[src/rtl/uart_btn_sequencer.sv]
// Plays a fixed ASCII message to a valid/ready UART transmitter on each new button press.
// Optional macro UART_BTN_COUNT_EN appends the press count as two uppercase hex digits.
module uart_btn_sequencer #(
  parameter int                   MSG_LEN = 5,
  parameter logic [8*MSG_LEN-1:0] MSG     = "Hello"
) (
  input  logic       clk,
  input  logic       rst_n,
  input  logic       btn_db,
  output logic [7:0] tx_data,
  output logic       tx_valid,
  input  logic       tx_ready,
  output logic       busy,
  output logic [7:0] press_cnt
);

  localparam int            IW       = $clog2(MSG_LEN + 1);
  localparam logic [IW-1:0] LAST_IDX = IW'(MSG_LEN - 1);

`ifdef UART_BTN_COUNT_EN
  typedef enum logic [1:0] {IDLE, SEND, HEX_HI, HEX_LO} state_t;

  function automatic logic [7:0] hex_ascii(input logic [3:0] n);
    return (n < 4'd10) ? (8'h30 + {4'h0, n}) : (8'h37 + {4'h0, n});
  endfunction
`else
  typedef enum logic {IDLE, SEND} state_t;
`endif

  state_t        state_q, state_d;
  logic [IW-1:0] idx_q, idx_d, idx_inc;
  logic [7:0]    tx_data_q, tx_data_d;
  logic          tx_valid_q, tx_valid_d;
  logic [7:0]    press_cnt_q, press_cnt_d;
  logic          btn_prev_q;
  logic          press;

  // Byte 0 is the leftmost character of the string literal.
  logic [7:0] msg_rom [MSG_LEN];
  for (genvar gi = 0; gi < MSG_LEN; gi++) begin : g_rom
    assign msg_rom[gi] = MSG[8*(MSG_LEN-1-gi) +: 8];
  end

  assign press   = btn_prev_q & ~btn_db;
  assign idx_inc = idx_q + IW'(1);

  always_comb begin
    state_d     = state_q;
    idx_d       = idx_q;
    tx_data_d   = tx_data_q;
    tx_valid_d  = tx_valid_q;
    press_cnt_d = press_cnt_q;
    case (state_q)
      IDLE: begin
        if (press) begin
          state_d     = SEND;
          idx_d       = '0;
          press_cnt_d = press_cnt_q + 8'd1;
          tx_data_d   = msg_rom[0];
          tx_valid_d  = 1'b1;
        end
      end
      SEND: begin
        if (tx_ready) begin
          if (idx_q < LAST_IDX) begin
            idx_d     = idx_inc;
            tx_data_d = msg_rom[idx_inc];
          end else begin
`ifdef UART_BTN_COUNT_EN
            // press_cnt_q already holds the post-increment count here.
            state_d   = HEX_HI;
            tx_data_d = hex_ascii(press_cnt_q[7:4]);
`else
            state_d    = IDLE;
            tx_valid_d = 1'b0;
`endif
          end
        end
      end
`ifdef UART_BTN_COUNT_EN
      HEX_HI: begin
        if (tx_ready) begin
          state_d   = HEX_LO;
          tx_data_d = hex_ascii(press_cnt_q[3:0]);
        end
      end
      HEX_LO: begin
        if (tx_ready) begin
          state_d    = IDLE;
          tx_valid_d = 1'b0;
        end
      end
`endif
      default: begin
        state_d    = IDLE;
        tx_valid_d = 1'b0;
      end
    endcase
  end

  // btn_prev resets low so a button held through reset cannot fire a press.
  always_ff @(posedge clk or negedge rst_n) begin
    if (!rst_n) begin
      state_q     <= IDLE;
      idx_q       <= '0;
      tx_data_q   <= 8'h00;
      tx_valid_q  <= 1'b0;
      press_cnt_q <= 8'h00;
      btn_prev_q  <= 1'b0;
    end else begin
      state_q     <= state_d;
      idx_q       <= idx_d;
      tx_data_q   <= tx_data_d;
      tx_valid_q  <= tx_valid_d;
      press_cnt_q <= press_cnt_d;
      btn_prev_q  <= btn_db;
    end
  end

  assign tx_data   = tx_data_q;
  assign tx_valid  = tx_valid_q;
  assign busy      = tx_valid_q;
  assign press_cnt = press_cnt_q;

endmodule

[config.mk]
export PLATFORM = sky130hd
export DESIGN_NAME = uart_btn_sequencer
export DESIGN_NICKNAME = d
export VERILOG_FILES = /design/src/rtl/uart_btn_sequencer.sv
export SDC_FILE = /design/constraint.sdc
export NUM_CORES = 1
export LEC_CHECK = 0
export ABC_AREA = 1
export BUFFER_PORTS_ARGS = -buffer_cell sky130_fd_sc_hd__buf_2
export CAP_MARGIN = 0
export CORE_MARGIN = 1
export CORE_UTILIZATION = 46
export DETAILED_ROUTE_END_ITERATION = 12
export HOLD_SLACK_MARGIN = 0.08
export MAX_ROUTING_LAYER = met4
export PLACE_DENSITY_LB_ADDON = 0.2
export SETUP_SLACK_MARGIN = 0.2
export SLEW_MARGIN = 15
export SYNTH_ARGS = -nofsm -noshare
export SYNTH_HDL_FRONTEND = slang
export SYNTH_SLANG_ARGS = --single-unit
[constraint.sdc]
create_clock -name clk -period 1.2 [get_ports clk]
set_clock_uncertainty 0.2 [all_clocks]
set_input_delay 0.24 -clock clk [delete_from_list [all_inputs] [get_ports clk]]
set_output_delay 0.24 -clock clk [all_outputs]
set_load 0.01 [all_outputs]
==> results_dict.tcl <==
set metrics [dict create \
    portBuffers 19 \
    ys_types 24 \
    holdPathEnd "state_q$_DFF_PN0_" \
    final_util_pct 79.59 \
    cp.arrival_ps 940 \
    placed_area_um2 1125 \
    ir_worst_vdd_uv 1631 \
    core_area_um2 1821 \
    worst-r2r-cell-count 6 \
    ios 22 \
    h-tree-depth 1 \
    clock.fmax_mhz 722.6 \
    drive_gt1_share_pct 52.90 \
    synth_top_area_share_pct 48.06 \
    total_power_mw 3.187 \
    dr.pass1.iters 4 \
    ant_nets 0 \
    combPwrFrac_pct 58.5 \
    clock_path_buffers 2 \
    grt_usage_pct 22.78 \
    hold_viol 0 \
    crit_required_ps 760 \
    antenna_found_initial 0 \
    synth_warnings 0 \
    grt_max_degree 19 \
    nets 164 \
    path_clk_slew_ps 100 \
    avgSynthCellArea_um2 8.758 \
    end_kind "output pin" \
    dieArea_um2 2222 \
    grt.overflow.total 0 \
    power.density_nw_per_um2 2200 \
    rsz0062_at_grt "true" \
    fin_crit_ps 1384 \
    num_antenna_cells 0 \
    p_seq_share_pct 31.5 \
    drc 0 \
    start_util_pct 51.48 \
    routed_wl_um 2239 \
    via_per_inst 4.839 \
    post-dp-hpwl_um 1316 \
    vias 871 \
    leakagePower_nw 0.7370 \
    wire_per_inst_um 12.44 \
    grt_pass1_wl_um 3256 \
    critPathLaunchType "register" \
    gp_congestion 0.7760 \
    dp_slack_ps -99.88 \
    setup_viol_count_final 33 \
    whs_ps 105.9 \
    ys_top_cells_by_area "dfrtp_1 (48%), nand2_1 (14%), ha_1 (5.3%), inv_1 (5.2%), buf_4 (4.0%)" \
    root_buffer "clkbuf_4" \
    p_int_mw 1.903 \
    fp.dieW_um 47.14 \
    hp-class "input pin to register" \
    timing.final.ws_setup_ps -183.9 \
    cts_tree "built" \
    status "finished with violations" \
    r2r_slack_ps -130 \
    violations "setup timing" \
    hold_path_depth 4 \
    syn_to_final_growth_pct 54.61 \
    fin_crit_sh_pct 115.3 \
    switching_share_pct 40.29 \
    final_cell_area_um2 1449 \
    insertion_delay_ps 300 \
    crit_type "register to output pin" \
    timing.rr.end "press_cnt[1]$_DFFE_PN0P_" \
    yosysSeqAreaShare_pct 48.06 \
    dp_cells 156 \
    final_cells 180 \
    fp.dieH_um 47.14 \
    reg2reg_from "state_q$_DFF_PN0_" \
    cp_max_fo 2 \
    cts-buffers-inserted 3 \
    tns_ps -3017 \
    power_frac_clock_pct 10.0 \
    synth_top_cell_by_area "dfrtp_1" \
    rows 15 \
    min_from "tx_ready" \
    cap_violations 0 \
    netlist_area_um2 937.1 \
    drt_iter0_drc 18 \
    ys_seq_elements 18 \
    switching_power_mw 1.284 \
    syn-instance-count 107 \
    grt_pass1_vias 780 \
    cts_num_sinks 18 \
    drv_slew 0 \
]
[what timing repair did]
item,CTS,global route
resized for setup,25,12
setup buffers,16,2
pin swaps,9,3
setup endpoints to repair,33,33
hold buffers,2,0
hold endpoints to repair,20,0
[Yosys cell counts]
cell type   n
nand2_1    34
dfrtp_1    18
inv_1      13
nand3_1     7
buf_4       5
ha_1        4
o21ai_0     3
xor2_1      3
inv_4       2
nand4_1     2
nor2_1      2
nor2_2      2
a21oi_1     1
buf_6       1
conb_1      1
nand2_4     1
nand3_4     1
nand3b_1    1
nor2_4      1
nor3_1      1
o21ai_1     1
o21ai_2     1
or2_1       1
xnor2_1     1
[power by group through the flow]
stage / Sequential [mW] / Clock, mW / Combinational (mW)
after floorplan: 1.06 / 0 / 0.722
after global placement: 1.01 / 0 / 1.16
after detailed placement: 1.02 / 0 / 1.17
after CTS: 0.997 / 0.333 / 1.66
after global routing: 1.03 / 0.345 / 2.03
final: 1.00 / 0.318 / 1.87
[area by class of cell]
type                    instances  area (um2)
multi-input cells              69       481.7
flip-flops and latches         18       454.2
repair buffers                 49       386.6
fillers                       122       371.6
inverters                      15       68.82
well taps                      25       31.28
clock buffers                   4       26.28
[layer usage]
metal  vias up  share of wire, %  GRT usage [%]
met2        24                52          35.28
met4         0               1.2          13.14
li1        425                 -              -
met3         4               3.0          3.462
met5         -                 0              -
met1       418                43          28.16
[layout by cell type, fill, tap and decap left out, drive strengths merged]
master	n
nand2	35
buf	47
clkbuf	4
dlygate4sd3	2
ha	4
nor2	5
inv	15
nor3	1
nand4	2
dfrtp	18
o21ai	5
or2	1
conb	2
xor2	3
nand3b	1
a21oi	1
nand3	8
xnor2	1
[worst max-delay path, stage by stage (launching register included)]
cell and delay [ps]:
dfrtp_1 410, buf_6 130, buf_6 110
[registers in the layout, summed over array words and instances, names as in the netlist]
signal / count
state_q: 1
tx_data: 5
press_cnt: 8
btn_prev_q: 1
idx_q: 2
busy: 1
[logic make-up (layout without fill, tap and decap cells)]
family / Yosys count / after routing / share of synthesized area, %
other cells: 1 / 2 / 0.4001
xor+xnor: 4 / 4 / 3.739
buf+inv: 21 / 68 / 11.75
simple gates: 53 / 53 / 27.10
flops: 18 / 18 / 48.06
compound gates: 6 / 6 / 3.603
fa+ha+maj: 4 / 4 / 5.341
[how the worst max path moves through the flow]
| stage | from | end | slack [ps] | cells after the start |
|---|---|---|---|---|
| 2_1_floorplan | state_q$_DFF_PN0_ | tx_data[6]$_DFFE_PN0P_ | -40 | 4 |
| 3_3_place_gp | idx_q[1]$_DFFE_PN0P_ | tx_data[0]$_DFFE_PN0P_ | -80 | 7 |
| 3_5_place_dp | idx_q[1]$_DFFE_PN0P_ | tx_data[0]$_DFFE_PN0P_ | -100 | 7 |
| 4_1_cts | press_cnt[2]$_DFFE_PN0P_ | press_cnt[2] | -190 | 2 |
| 5_1_grt | press_cnt[2]$_DFFE_PN0P_ | press_cnt[2] | -210 | 2 |
| 6_report | press_cnt[2]$_DFFE_PN0P_ | press_cnt[2] | -180 | 2 |
(Power assumes the default switching activity.)
